### config.mk
export PLATFORM = sky130hd
export DESIGN_NAME = shifter_seq
export DESIGN_NICKNAME = d
export VERILOG_FILES = /design/src/rtl/shifter_pkg.sv /design/src/rtl/shift_step.sv /design/src/rtl/shifter_seq.sv
export SDC_FILE = /design/constraint.sdc
export NUM_CORES = 1
export LEC_CHECK = 0
export ABC_AREA = 1
export BUFFER_PORTS_ARGS = -buffer_cell sky130_fd_sc_hd__buf_2
export CELL_PAD_IN_SITES_DETAIL_PLACEMENT = 1
export CELL_PAD_IN_SITES_GLOBAL_PLACEMENT = 2
export CORE_MARGIN = 5
export CORE_UTILIZATION = 32
export CTS_BUF_LIST = sky130_fd_sc_hd__clkbuf_8
export DETAILED_ROUTE_END_ITERATION = 12
export GPL_TIMING_DRIVEN = 0
export PLACE_DENSITY_LB_ADDON = 0.1
export SKIP_CTS_REPAIR_TIMING = 1
export SLEW_MARGIN = 20
export SYNTH_ARGS = -nofsm -noshare
export SYNTH_HDL_FRONTEND = slang
export SYNTH_SLANG_ARGS = --single-unit
### constraint.sdc
create_clock -name clk -period 1.8 [get_ports clk]
set_input_delay 0.36 -clock clk [delete_from_list [all_inputs] [get_ports clk]]
set_output_delay 0.36 -clock clk [all_outputs]
set_load 0.05 [all_outputs]
### src/rtl/shifter_pkg.sv
// rtl/shifter_pkg.sv - shared op codes, state encoding and widths for shifter_seq
// Purpose: single source for the operation encoding and FSM states used by
//          shifter_seq and shift_step.
// Ports:   none (package).
package shifter_pkg;

    localparam int SHIFT_WIDTH = 16;
    localparam int SHIFT_CNTW  = 4;

    localparam logic [2:0] OP_ROL = 3'b000;
    localparam logic [2:0] OP_SLL = 3'b001;
    localparam logic [2:0] OP_SRA = 3'b010;
    localparam logic [2:0] OP_SRL = 3'b011;
    localparam logic [2:0] OP_ROR = 3'b100;

    typedef enum logic [1:0] {
        ST_IDLE  = 2'b00,
        ST_SHIFT = 2'b01,
        ST_DONE  = 2'b10
    } state_t;

    // Codes above OP_ROR are reserved and flagged as errors.
    function automatic logic op_legal(input logic [2:0] op);
        return (op <= OP_ROR);
    endfunction

endpackage

### src/rtl/shift_step.sv
// rtl/shift_step.sv - combinational single-bit shift/rotate step
// Purpose: applies one bit of the selected shift or rotate to d.
// Ports:   d  - current data word
//          op - operation code (shifter_pkg OP_*)
//          q  - data after one step; illegal codes pass d through unchanged
import shifter_pkg::*;

module shift_step #(
    parameter int WIDTH = 16
) (
    input  logic [WIDTH-1:0] d,
    input  logic [2:0]       op,
    output logic [WIDTH-1:0] q
);

    always_comb begin
        q = d;
        case (op)
            OP_ROL:  q = {d[WIDTH-2:0], d[WIDTH-1]};
            OP_SLL:  q = {d[WIDTH-2:0], 1'b0};
            OP_SRA:  q = {d[WIDTH-1], d[WIDTH-1:1]};
            OP_SRL:  q = {1'b0, d[WIDTH-1:1]};
            OP_ROR:  q = {d[0], d[WIDTH-1:1]};
            default: q = d;
        endcase
    end

endmodule

### src/rtl/shifter_seq.sv
// rtl/shifter_seq.sv - iterative one-bit-per-cycle shift/rotate unit
// Purpose: shifts or rotates a WIDTH-bit operand by 0..2^CNTW-1 positions,
//          one bit per clock, behind a start/busy/done handshake.
// Ports:   clk, rst_n - clock (rising edge), asynchronous active-low reset
//          start      - request, only sampled in IDLE
//          in, cnt, op - operand, shift amount, operation; captured on accept
//          busy       - high from the cycle after accept through done
//          done       - one-cycle pulse, out valid in that cycle
//          out        - result, held until the next accepted start
//          err        - illegal op flag, valid with done, cleared on next accept
import shifter_pkg::*;

module shifter_seq #(
    parameter int WIDTH = 16,
    parameter int CNTW  = 4
) (
    input  logic             clk,
    input  logic             rst_n,
    input  logic             start,
    input  logic [WIDTH-1:0] in,
    input  logic [CNTW-1:0]  cnt,
    input  logic [2:0]       op,
    output logic             busy,
    output logic             done,
    output logic [WIDTH-1:0] out,
    output logic             err
);

    state_t           state_q, state_d;
    logic [WIDTH-1:0] data_q,  data_d;
    logic [CNTW-1:0]  rem_q,   rem_d;
    logic [2:0]       op_q,    op_d;
    logic [WIDTH-1:0] out_q,   out_d;
    logic             busy_q,  busy_d;
    logic             done_q,  done_d;
    logic             err_q,   err_d;
    logic [WIDTH-1:0] step_q;

    shift_step #(.WIDTH(WIDTH)) u_step (
        .d  (data_q),
        .op (op_q),
        .q  (step_q)
    );

    always_comb begin
        state_d = state_q;
        data_d  = data_q;
        rem_d   = rem_q;
        op_d    = op_q;
        err_d   = err_q;

        case (state_q)
            ST_IDLE: begin
                if (start) begin
                    data_d = in;
                    op_d   = op;
                    err_d  = !op_legal(op);
                    // Illegal ops and zero-length shifts skip SHIFT entirely,
                    // so the operand is returned unchanged.
                    if (!op_legal(op) || cnt == '0) begin
                        state_d = ST_DONE;
                    end else begin
                        rem_d   = cnt;
                        state_d = ST_SHIFT;
                    end
                end
            end
            ST_SHIFT: begin
                data_d = step_q;
                rem_d  = rem_q - CNTW'(1);
                if (rem_q == CNTW'(1)) begin
                    state_d = ST_DONE;
                end
            end
            ST_DONE: begin
                state_d = ST_IDLE;
            end
            default: begin
                state_d = ST_IDLE;
            end
        endcase

        // Outputs are registered from the next state so that done, busy and
        // out all change on the same edge that enters DONE.
        done_d = (state_d == ST_DONE);
        busy_d = (state_d != ST_IDLE);
        out_d  = (state_d == ST_DONE) ? data_d : out_q;
    end

    always_ff @(posedge clk or negedge rst_n) begin
        if (!rst_n) begin
            state_q <= ST_IDLE;
            data_q  <= '0;
            rem_q   <= '0;
            op_q    <= '0;
            out_q   <= '0;
            busy_q  <= 1'b0;
            done_q  <= 1'b0;
            err_q   <= 1'b0;
        end else begin
            state_q <= state_d;
            data_q  <= data_d;
            rem_q   <= rem_d;
            op_q    <= op_d;
            out_q   <= out_d;
            busy_q  <= busy_d;
            done_q  <= done_d;
            err_q   <= err_d;
        end
    end

    assign busy = busy_q;
    assign done = done_q;
    assign out  = out_q;
    assign err  = err_q;

endmodule

### Word-level counts from Yosys, hierarchy flattened

Index checks and enable logic that the tools add are counted.

* divide/modulo/power cells: 0
* add/sub/neg operators: 1
* equal/unequal tests: 9
* bitwise logic cells: 0
* magnitude comparators: 1
* reductions and logical operators: 9
* mux-type cells: 10
* shift operators: 0
* multiply operators: 0

Operator list (count)
* $pmux 16 s5: 1
* $pmux 16 s2: 1
* $mux 16: 1
* $mux 4: 2
* $pmux 4 s2: 1
* $eq 3x2->1 const B: 2
* $mux 2: 3
* $eq 4x1->1 const B: 1
* $logic_not 4->1: 1
* $ne 2x2->1 const B: 2
* $pmux 2 s2: 1
* $reduce_bool 2->1: 2
* $sub 4x1->4 const B: 1
* $eq 3x1->1 const B: 1
* $eq 3x3->1 const B: 1
* $le 3x3->1 const B: 1
* $logic_not 3->1: 1
* $reduce_and 3->1: 1
* $eq 2x1->1 const B: 1
* $eq 2x2->1 const B: 1
* $logic_not 2->1: 1
* $reduce_and 2->1: 1
* $logic_not 1->1: 1
* $logic_or 1x1->1: 1

* memory bits (read-only): 0
* word-level logic and storage cells: 38
* output and inout port bits: 19
* memory bits (writable): 0
* input port bits: 26
* bits in latches: 0
* memories kept: 0
* register bits after elaboration: 44

### Depth between registers and ports, before layout

Gate-level depths: netlist (run 1).

* depth after elaboration: 7
* mapped depth: 10

### By module

A second synthesis (run 1) with hierarchy kept.

* cell total of the unflattened synthesis: 310
* area, all modules: 2278.4 um2

By module, submodules not included
* shifter_seq: instances 1, sequential area each 1101.1 um2, area an instance 1931.9 um2, cells an instance 233
* shift_step: instances 1, sequential area each 0.0 um2, area an instance 346.6 um2, cells an instance 77

### Worst setup path after synthesis (run 1)

Ideal clock, no wire load.

* path type: reg2reg
* start point: register state_q[1]
* end point: register out_q[10] (netlist: out[10])
* data arrival time: 1.234 ns
* cell stages (with the launch flop): 10
* buffers on the path: 1
* period minus slack after synthesis: 1.351 ns
* slack: 0.449 ns
* path through: dfrtp_1 > nor2_2 > nand2_4 > inv_2 > nand2_2 > nand2_4 > inv_4 > buf_6 > nand2_1 > nand2_1

* cells in the longest elaborated chain, start to end: 3

Ends and longest elaborated chain
* start, declared: line shifter_seq.sv:29 `state_t state_q, state_d;`
* start signal, assigned: line shifter_seq.sv:101 `state_q <= state_d;`
* $eq 2x1->1 (tied with other cells): line shifter_seq.sv:52 `case (state_q)`
* $pmux 2 s2: line shifter_seq.sv:52
* $eq 2x2->1: line shifter_seq.sv:87 `out_d = (state_d == ST_DONE) ? data_d : out_q;`
* end signal, assigned: line shifter_seq.sv:105 `out_q <= out_d;`
* end, declared: line shifter_seq.sv:33 `logic [WIDTH-1:0] out_q, out_d;`

Parallel ways exist; a longest one is shown, timed or not.
A chain may end at the register's enable or synchronous reset.

### Worst setup path after layout (run 1)

* start point: register op_q[1]
* end point: register out_q[8] (netlist: out[8])

* cells in the longest elaborated chain, start to end: 3

Ends and longest elaborated chain
* start, declared: line shifter_seq.sv:32 `logic [2:0] op_q, op_d;`
* start signal, assigned: line shifter_seq.sv:104 `op_q <= op_d;`
* $eq 3x3->1 (tied with other cells): line shift_step.sv:18 `case (op)`
* $pmux 16 s5 (*): line shift_step.sv:18
* $pmux 16 s2 (*): line shifter_seq.sv:52
* named net data_d[8]: line shifter_seq.sv:30 `logic [WIDTH-1:0] data_q, data_d;`

Mark *: on every way through the listed nets, which the timed path passes. The rest lies on a longest branch.

==> flow_summary.rst, run 1 <==
.. list-table::
   :header-rows: 1

   * - Metric
     - Value
   * - Critical setup path kind
     - reg2reg
   * - Final-stage net count
     - 377
   * - Worst R2R Path Depth
     - 8
   * - Worst Tran Pin Value
     - 0.5900 ns
   * - Number of cells produced by synthesis
     - 298
   * - Hold crit path type
     - in2async
   * - Power Density
     - 1794 nW/um^2
   * - Synthesized area per cell
     - 7.675 sq um
   * - Max-cap viol count
     - 0
   * - Post-Route Setup TNS
     - 0 ns
   * - Outcome
     - complete, no violations
   * - Root buffer selected by CTS
     - sky130_fd_sc_hd__clkbuf_8
   * - HPWL reported at the end of detailed placement
     - 4832 um
   * - Ordered list of cells on the worst path
     - o21ai_1 -> nand2_2 -> nand3_1 -> nand2_1 -> inv_1 -> nand2_1 -> nand2_1 -> nand2_1
   * - Area growth from synthesis to layout
     - 20.51%
   * - Max H-tree Level
     - 2
   * - Number of global-route vias before repair
     - 2248
   * - Antenna-violating nets left
     - 0
   * - Top delay family on crit path
     - simple AND/OR/NAND/NOR gates
   * - Dominant cells by area after synthesis
     - sky130_fd_sc_hd__dfrtp_1 48%, sky130_fd_sc_hd__nand2_1 20%, sky130_fd_sc_hd__nand3_1 7.9%
   * - Die height
     - 94.54 um
   * - Ant diodes
     - 0
   * - Largest net degree at the start of global routing
     - 45
   * - Reg2reg end
     - out[8]$_DFFE_PN0P_
   * - Worst-path clk slew
     - 0.09 ns
   * - Worst path arrival time
     - 1.81 ns
   * - Leak
     - 0.001487 uW
   * - Chip Width
     - 94.54 um
   * - Routed vias/inst
     - 4.552
   * - Die footprint
     - 8938 sq um
   * - Startpoint Class
     - flip-flop
   * - Drt drc
     - 0
   * - Slowest Stage Delay on Critical Path
     - 0.44 ns
   * - Final Hold Vio Count
     - 0
   * - WP data required
     - 1.99 ns
   * - Port-buffer cells
     - 44
   * - Core region area
     - 6869 sq um
   * - Number of antenna violations at the first check in global routing
     - 0
   * - Most instantiated cells after synthesis
     - 119 x sky130_fd_sc_hd__nand2_1, 44 x sky130_fd_sc_hd__dfrtp_1, 36 x sky130_fd_sc_hd__nand3_1
   * - Cell occurring most often along the worst timing path
     - sky130_fd_sc_hd__nand2_1
   * - Std-Cell Rows
     - 30
   * - Filler Cell Count
     - 885
   * - Fraction of registers with async set/reset
     - 1.000
   * - Starting density of the core
     - 0.3330
   * - Number of enable-type register cells in the synthesized netlist
     - 0
   * - Global placer's final weighted congestion
     - 0.7870
   * - CTS tree
     - built
   * - Total Routing Usage GR
     - 0.1552
   * - Post-synth top flop
     - sky130_fd_sc_hd__dfrtp_1
   * - Ratio of final minimum period to clock period
     - 0.9006
   * - Detailed Route Iter0 Violations
     - 58
   * - Count leader, synth
     - sky130_fd_sc_hd__nand2_1
   * - Post-route minimum period
     - 1.621 ns
   * - CTS sink cnt
     - 44
   * - Share of layout cells above drive strength 1
     - 0.2114
   * - Final count of pins violating max slew
     - 0
   * - Reg-to-reg startpoint
     - op_q[1]$_DFFE_PN0P_
   * - Residual overflow from global routing
     - 0
   * - Number of clock buffers inserted by TritonCTS
     - 5
   * - Pwr Total
     - 4944 uW
   * - Count of buffer and inverter cells on the critical path
     - 1
   * - Maximum vdd ir drop
     - 0.6491 mV
   * - Synth Net Count
     - 326
   * - Worst-path maximum fanout
     - 10
   * - Detailed-route via count
     - 2030
   * - Launch point of the critical path
     - op_q[1]$_DFFE_PN0P_
   * - Share of the synthesized area in the top cell type
     - 0.4814
   * - Slowest cell on the critical path
     - sky130_fd_sc_hd__dfrtp_1
   * - Sequential element share of the synthesized area
     - 0.4814
   * - Tightest slew margin relative to the limit
     - 0.6067
   * - Unrepaired setup endpoints after global routing
     - false
   * - Internal reg-to-reg setup slack
     - 0.18 ns
   * - Buffer levels on the longest clock path
     - 2
   * - Post-synthesis sequential element count
     - 44
   * - Post-synthesis instance area
     - 2287 sq um
   * - Setup Skew
     - 0.004658 ns
   * - Detailed-routing iteration count for the pre-antenna-repair pass
     - 4
   * - Leading area contributor after synthesis
     - sky130_fd_sc_hd__dfrtp_1
   * - Drt wl/cell
     - 14.23 um
   * - Logic depth of the worst path, buffers included
     - 8
   * - Synth Warn #
     - 0
   * - Top achievable clock speed
     - 616.9 MHz
   * - Wire length of the first global-routing pass
     - 10850 um
   * - Unique cell type count in the Yosys netlist
     - 28
   * - Setup crit end kind
     - flip-flop
   * - Later-pin clock latency in the skew report
     - 0.29 ns
   * - I/O pin cnt
     - 45
   * - DRT Wirelength
     - 6345 um
   * - Final setup violation count
     - 0
kinds of logic after synthesis:
family	count (synthesis)	share of synthesized area
simple gates	185	0.3616
compound gates	28	0.06346
xor+xnor	2	0.007660
fa+ha+maj	2	0.01094
buf+inv	37	0.07494
flops	44	0.4814
flip-flops by register name, indices dropped and copies added, names as in the netlist:
register,flops
err,1
done,1
rem_q,4
data_q,16
out,16
state_q,2
busy,1
op_q,3
worst reg2reg max path: cells and delay by family (launching register included):
family	cells	cell delay [ns]
DFF	1	0.44
and+or+nand+nor	6	0.63
buffers and inverters	1	0.05
AOI/OAI and AO/OA	1	0.39
per-stage QoR:
step | setup WS (ns) | hold slack, ns | utilization | instances | area [sq um]
after global routing | 0.04343 | 0.09785 | 0.4013 | 446 | 2756
after detailed placement | 0.1707 | 0.4596 | 0.3825 | 438 | 2628
after global placement | 0.1996 | 0.4579 | 0.3825 | 438 | 2628
final | 0.1789 | 0.06287 | 0.4013 | 446 | 2756
after floorplan | 0.4486 | 0.06441 | - | 298 | 2287
after CTS | 0.1605 | 0.2880 | 0.4009 | 446 | 2754
cell usage in the layout, fill, tap and decap left out, drive strengths merged:
master    n
nand4     2
bufinv    1
xor2      1
xnor2     1
buf      52
or2       4
dfrtp    44
ha        2
o21ai    14
a31oi     1
and2      1
a21oi    12
clkbuf    8
inv      28
nand3    36
o32ai     1
nand2   123
nor2     19
cell type report:
cell class	instances	area, sq um	share of cell area
tap	96	120.1	0.04358
clock buffer	7	96.34	0.03495
timing repair buffer	44	222.7	0.08080
sequential	44	1101	0.3995
inverter	28	110.1	0.03995
multi-input combinational	217	1015	0.3681
clock inverter	1	30.03	0.01089
buffer	9	61.31	0.02224
power by group:
part	total, uW	switching, uW	internal (uW)
Clock	836	346	490
Combinational	2410	1720	689
Sequential	1700	279	1420
per-layer routing:
| metal | GRT usage | vias to the layer above | part of all wire |
|---|---|---|---|
| met3 | 0.03028 | 6 | 0.034 |
| met1 | 0.2044 | 956 | 0.48 |
| met5 | 0 | - | 0 |
| met2 | 0.2648 | 29 | 0.47 |
| met4 | 0.03245 | 0 | 0.0093 |
| li1 | - | 1039 | - |
how the worst max path moves through the flow:
stage	endpoint	slack, ns
6_report	out[8]$_DFFE_PN0P_	0.18
5_1_grt	out[9]$_DFFE_PN0P_	0.04
4_1_cts	out[8]$_DFFE_PN0P_	0.16
3_5_place_dp	out[8]$_DFFE_PN0P_	0.17
3_3_place_gp	out[9]$_DFFE_PN0P_	0.20
2_1_floorplan	out[10]$_DFFE_PN0P_	0.45
Power figures use the tool's default switching activity.
==> run 2, diff against run 1 <==
Settings changed: RECOVER_POWER set to 25.
==> flow_summary.rst, run 2 (synthesis results as in run 1) <==
.. list-table::
   :header-rows: 1

   * - Metric
     - Value
   * - Post-Route Setup TNS
     - 0 ns
   * - Startpoint Class
     - flip-flop
   * - Outcome
     - complete, no violations
   * - Buffer levels on the longest clock path
     - 2
   * - Max H-tree Level
     - 2
   * - Power Density
     - 1795 nW/um^2
   * - Max-cap viol count
     - 0
   * - Residual overflow from global routing
     - 0
   * - Maximum vdd ir drop
     - 0.6491 mV
   * - Setup Skew
     - 0.004658 ns
   * - Starting density of the core
     - 0.3330
   * - Total area of multi-input combinational cells
     - 1015 sq um
   * - Global placer's final weighted congestion
     - 0.7870
   * - Logic depth of the worst path, buffers included
     - 8
   * - Top achievable clock speed
     - 616.9 MHz
   * - Largest net degree at the start of global routing
     - 45
   * - Slowest Stage Delay on Critical Path
     - 0.44 ns
   * - DRT Wirelength
     - 6343 um
   * - Std-Cell Rows
     - 30
   * - Hold crit path type
     - in2async
   * - Most common cell after layout, fill and taps aside
     - sky130_fd_sc_hd__nand2_1
   * - Detailed-route via count
     - 2030
   * - Top delay family on crit path
     - simple AND/OR/NAND/NOR gates
   * - Routed vias/inst
     - 4.552
   * - Internal reg-to-reg setup slack
     - 0.18 ns
   * - Worst-path clk slew
     - 0.09 ns
   * - Leak
     - 0.001486 uW
   * - Root buffer selected by CTS
     - sky130_fd_sc_hd__clkbuf_8
   * - Detailed Route Iter0 Violations
     - 58
   * - HPWL reported at the end of detailed placement
     - 4832 um
   * - Worst Tran Pin Value
     - 1.156 ns
   * - Final count of pins violating max slew
     - 0
   * - Port-buffer cells
     - 44
   * - Sequential Area
     - 1101 sq um
   * - Wire length of the first global-routing pass
     - 10850 um
   * - CTS tree
     - built
   * - Filler Cell Count
     - 885
   * - CTS sink cnt
     - 44
   * - Later-pin clock latency in the skew report
     - 0.29 ns
   * - Slowest cell on the critical path
     - sky130_fd_sc_hd__dfrtp_1
   * - Worst R2R Path Depth
     - 8
   * - Final core utilization
     - 0.4009
   * - Finished Cell Area
     - 2754 sq um
   * - Core region area
     - 6869 sq um
   * - Number of global-route vias before repair
     - 2248
   * - Worst path arrival time
     - 1.81 ns
   * - Cell occurring most often along the worst timing path
     - sky130_fd_sc_hd__nand2_1
   * - Placed Area
     - 2628 sq um
   * - Post-route minimum period
     - 1.621 ns
   * - Area growth from synthesis to layout
     - 20.40%
   * - Die footprint
     - 8938 sq um
   * - Antenna-violating nets left
     - 0
   * - Ant diodes
     - 0
   * - Unrepaired setup endpoints after global routing
     - false
   * - Final setup violation count
     - 0
   * - Critical setup path kind
     - reg2reg
   * - Most frequent cells in the layout
     - 119 x sky130_fd_sc_hd__nand2_1, 47 x sky130_fd_sc_hd__buf_2, 44 x sky130_fd_sc_hd__dfrtp_1, 36 x sky130_fd_sc_hd__nand3_1, 24 x sky130_fd_sc_hd__inv_1
   * - Number of clock buffers inserted by TritonCTS
     - 5
   * - Count of buffer and inverter cells on the critical path
     - 1
   * - Ratio of final minimum period to clock period
     - 0.9006
   * - Drt drc
     - 0
   * - Worst-path maximum fanout
     - 10
   * - Share of layout cells above drive strength 1
     - 0.2114
   * - Number of antenna violations at the first check in global routing
     - 0
   * - Final Hold Vio Count
     - 0
   * - Drt wl/cell
     - 14.22 um
   * - Tightest slew margin relative to the limit
     - 0.2296
   * - Die height
     - 94.54 um
   * - Final-stage net count
     - 377
   * - Total Routing Usage GR
     - 0.1552
   * - Detailed-routing iteration count for the pre-antenna-repair pass
     - 4
   * - I/O pin cnt
     - 45
   * - Ordered list of cells on the worst path
     - o21ai_1 -> nand2_2 -> nand3_1 -> nand2_1 -> inv_1 -> nand2_1 -> nand2_1 -> nand2_1
   * - Pwr Total
     - 4943 uW
   * - Chip Width
     - 94.54 um
   * - WP data required
     - 1.99 ns
   * - Setup crit end kind
     - flip-flop
-- run 2: cell count changes in the layout (fill, tap and decap cells not counted), sizes merged --
cell / before / now
clkbuf: 8 / 9
buf: 52 / 51
-- run 2: routing by layer --
layer / up-vias / global-route usage / wire length (um)
met4: 0 / 0.03245 / 59
met3: 6 / 0.03028 / 213
li1: 1039 / - / -
met5: - / 0 / 0
met1: 956 / 0.2044 / 3062
met2: 29 / 0.2648 / 3008
-- run 2: per-stage QoR --
stage | instances | setup WS, ns | hold slack [ns]
after floorplan | 298 | 0.4486 | 0.06441
after global placement | 438 | 0.1996 | 0.4579
after detailed placement | 438 | 0.1707 | 0.4596
after CTS | 446 | 0.1605 | 0.2880
after global routing | 446 | 0.04343 | 0.3117
final | 446 | 0.1789 | 0.2837
-- run 2: path summary, 6_finish.rpt --
path / from / to
min reg2reg: out[14]$_DFFE_PN0P_ / out[14]$_DFFE_PN0P_
max reg2reg: op_q[1]$_DFFE_PN0P_ / out[8]$_DFFE_PN0P_
max in group asynchronous: rst_n / out[7]$_DFFE_PN0P_
min in group clk: op[2] / op_q[2]$_DFFE_PN0P_
max: op_q[1]$_DFFE_PN0P_ / out[8]$_DFFE_PN0P_
min: rst_n / rem_q[0]$_DFFE_PN0P_
-- run 2: where the power goes --
group	switching [uW]	internal (uW)	total, uW
sequential	279	1420	1700
combinational	1720	688	2410
clock	346	490	836
total	2340	2600	4940
-- run 2: cell type report --
| class | count | share of cell area |
|---|---|---|
| Tap cell | 96 | 0.04362 |
| Sequential cell | 44 | 0.3998 |
| Timing Repair Buffer | 44 | 0.07996 |
| Buffer | 9 | 0.02226 |
| Clock buffer | 7 | 0.03498 |
| Inverter | 28 | 0.03998 |
| Clock inverter | 1 | 0.01090 |
| Multi-Input combinational cell | 217 | 0.3685 |
==> run 3, diff against run 2 <==
Settings changed: CORE_MARGIN 5 to 2, PLACE_DENSITY set to 0.92, PLACE_DENSITY_LB_ADDON 0.1 to unset.
==> flow_summary.rst, run 3 (synthesis results as in run 1) <==
.. list-table::
   :header-rows: 1

   * - Metric
     - Value
   * - Outcome
     - complete, no violations
   * - Antenna-violating nets left
     - 0
   * - Drt wl/cell
     - 13.63 um
   * - Die footprint
     - 7839 sq um
   * - Final-stage net count
     - 377
   * - Flop pwr share
     - 0.349
   * - Root buffer selected by CTS
     - sky130_fd_sc_hd__clkbuf_8
   * - Global placer's final weighted congestion
     - 0.8391
   * - Reg2reg end
     - out[8]$_DFFE_PN0P_
   * - Die height
     - 88.54 um
   * - Leak
     - 0.001477 uW
   * - Logic depth of the worst path, buffers included
     - 8
   * - Final core utilization
     - 0.3993
   * - Setup Skew
     - 0.007610 ns
   * - Chip Width
     - 88.54 um
   * - Part of the power in the clock network
     - 0.163
   * - I/O pin cnt
     - 45
   * - Share of total power consumed by net switching
     - 0.4847
   * - Maximum vdd ir drop
     - 0.6618 mV
   * - Slowest cell on the critical path
     - sky130_fd_sc_hd__dfrtp_1
   * - Switching pwr
     - 2377 uW
   * - Reg-to-reg startpoint
     - op_q[1]$_DFFE_PN0P_
   * - Launch point of the critical path
     - op_q[1]$_DFFE_PN0P_
   * - Ant diodes
     - 0
   * - Top delay family on crit path
     - simple AND/OR/NAND/NOR gates
   * - Critical setup path kind
     - reg2reg
   * - Count of buffer and inverter cells on the critical path
     - 1
   * - Number of clock buffers inserted by TritonCTS
     - 5
   * - Internal portion of total power
     - 2528 uW
   * - Critical path destination
     - out[8]$_DFFE_PN0P_
   * - Wire length of the first global-routing pass
     - 10170 um
   * - Worst path arrival time
     - 1.76 ns
   * - Port-buffer cells
     - 44
   * - Number of global-route vias before repair
     - 2108
   * - Starting density of the core
     - 0.3330
   * - CTS sink cnt
     - 44
   * - Portion of total power attributed to combinational logic
     - 0.488
   * - Worst Tran Pin Value
     - 1.144 ns
   * - Max-cap viol count
     - 0
   * - Final Hold Vio Count
     - 0
   * - Post-Route Setup TNS
     - 0 ns
   * - Routed vias/inst
     - 4.675
   * - Buffer levels on the longest clock path
     - 2
   * - Residual overflow from global routing
     - 0
   * - Tightest slew margin relative to the limit
     - 0.2373
   * - Hold crit path type
     - in2async
   * - Unrepaired setup endpoints after global routing
     - false
   * - Worst-path maximum fanout
     - 10
   * - CTS tree
     - built
   * - HPWL reported at the end of detailed placement
     - 4554 um
   * - Total Routing Usage GR
     - 0.1709
   * - Internal reg-to-reg setup slack
     - 0.25 ns
   * - Drt drc
     - 0
   * - Slowest Stage Delay on Critical Path
     - 0.45 ns
   * - Setup crit end kind
     - flip-flop
   * - Worst R2R Path Depth
     - 8
   * - Most frequent cells in the layout
     - 119 x sky130_fd_sc_hd__nand2_1, 47 x sky130_fd_sc_hd__buf_2, 44 x sky130_fd_sc_hd__dfrtp_1, 36 x sky130_fd_sc_hd__nand3_1, 24 x sky130_fd_sc_hd__inv_1
   * - Worst-path clk slew
     - 0.09 ns
   * - Top achievable clock speed
     - 644.3 MHz
   * - Later-pin clock latency in the skew report
     - 0.31 ns
   * - Detailed-routing iteration count for the pre-antenna-repair pass
     - 4
   * - Ordered list of cells on the worst path
     - o21ai_1 -> nand2_2 -> nand3_1 -> nand2_1 -> inv_1 -> nand2_1 -> nand2_1 -> nand2_1
   * - Final setup violation count
     - 0
   * - Final count of pins violating max slew
     - 0
   * - Most common cell after layout, fill and taps aside
     - sky130_fd_sc_hd__nand2_1
   * - Ratio of final minimum period to clock period
     - 0.8623
   * - DRT Wirelength
     - 6078 um
   * - Detailed-route via count
     - 2085
   * - Power Density
     - 1788 nW/um^2
   * - Filler Cell Count
     - 885
   * - Cell occurring most often along the worst timing path
     - sky130_fd_sc_hd__nand2_1
   * - Std-Cell Rows
     - 30
   * - Area growth from synthesis to layout
     - 19.91%
   * - Startpoint Class
     - flip-flop
   * - Number of antenna violations at the first check in global routing
     - 0
   * - Post-route minimum period
     - 1.552 ns
   * - Max H-tree Level
     - 2
   * - Share of layout cells above drive strength 1
     - 0.2114
   * - Core region area
     - 6869 sq um
   * - Largest net degree at the start of global routing
     - 45
   * - WP data required
     - 2.01 ns
   * - Detailed Route Iter0 Violations
     - 43
run 3: changes by cell type in the layout (fill, tap and decap cells not counted), sizes merged:
cell,delta
inv,+1
clkbuf,-2
clkinvlp,+1
run 3: metrics by stage:
| stage | worst slack, ns | hold WS (ns) | power, uW | instances | cell area [sq um] |
|---|---|---|---|---|---|
| 5_1_grt | 0.1267 | 0.2928 | 5304 | 446 | 2743 |
| 3_3_place_gp | 0.2019 | 0.4589 | 4071 | 438 | 2628 |
| 4_1_cts | 0.2205 | 0.2676 | 4974 | 446 | 2743 |
| 3_5_place_dp | 0.1730 | 0.4606 | 4142 | 438 | 2628 |
| 6_report | 0.2478 | 0.2466 | 4905 | 446 | 2743 |
| 2_1_floorplan | 0.4486 | 0.06441 | 3508 | 298 | 2287 |
run 3: per-layer routing:
metal / vias to the layer above / track usage / wire length [um]
met1: 995 / 0.2315 / 2948
met2: 35 / 0.2700 / 2789
li1: 1048 / - / -
met4: 0 / 0.05923 / 72
met5: - / 0 / 0
met3: 7 / 0.03918 / 267
run 3: power by group through the flow:
stage               logic [uW]  clock network (uW)  registers, uW
finish                    2390                 801           1710
global route              2660                 871           1770
CTS                       2420                 830           1720
detailed placement        2410                   0           1740
global placement          2360                   0           1710
floorplan                 1180                   0           2330
run 3: how the worst min path moves through the flow:
stage | startpoint | endpoint | slack, ns | depth (start not counted)
floorplan | rst_n | busy$_DFF_PN0_ | 0.06 | 0
global placement | out[12]$_DFFE_PN0P_ | out[12]$_DFFE_PN0P_ | 0.46 | 2
detailed placement | out[9]$_DFFE_PN0P_ | out[9]$_DFFE_PN0P_ | 0.46 | 2
CTS | rst_n | out[4]$_DFFE_PN0P_ | 0.27 | 1
global route | in[11] | data_q[11]$_DFF_PN0_ | 0.29 | 3
finish | rst_n | rem_q[1]$_DFFE_PN0P_ | 0.25 | 1
run 3: area by class of cell:
type,count,area [sq um],area share
flip-flops and latches,44,1101,0.4015
multi-input cells,217,1015,0.3700
repair buffers,44,220.2,0.08029
well taps,96,120.1,0.04380
inverters,28,110.1,0.04015
clock buffers,5,68.82,0.02509
plain buffers,9,61.31,0.02235
clock inverters,3,46.29,0.01688
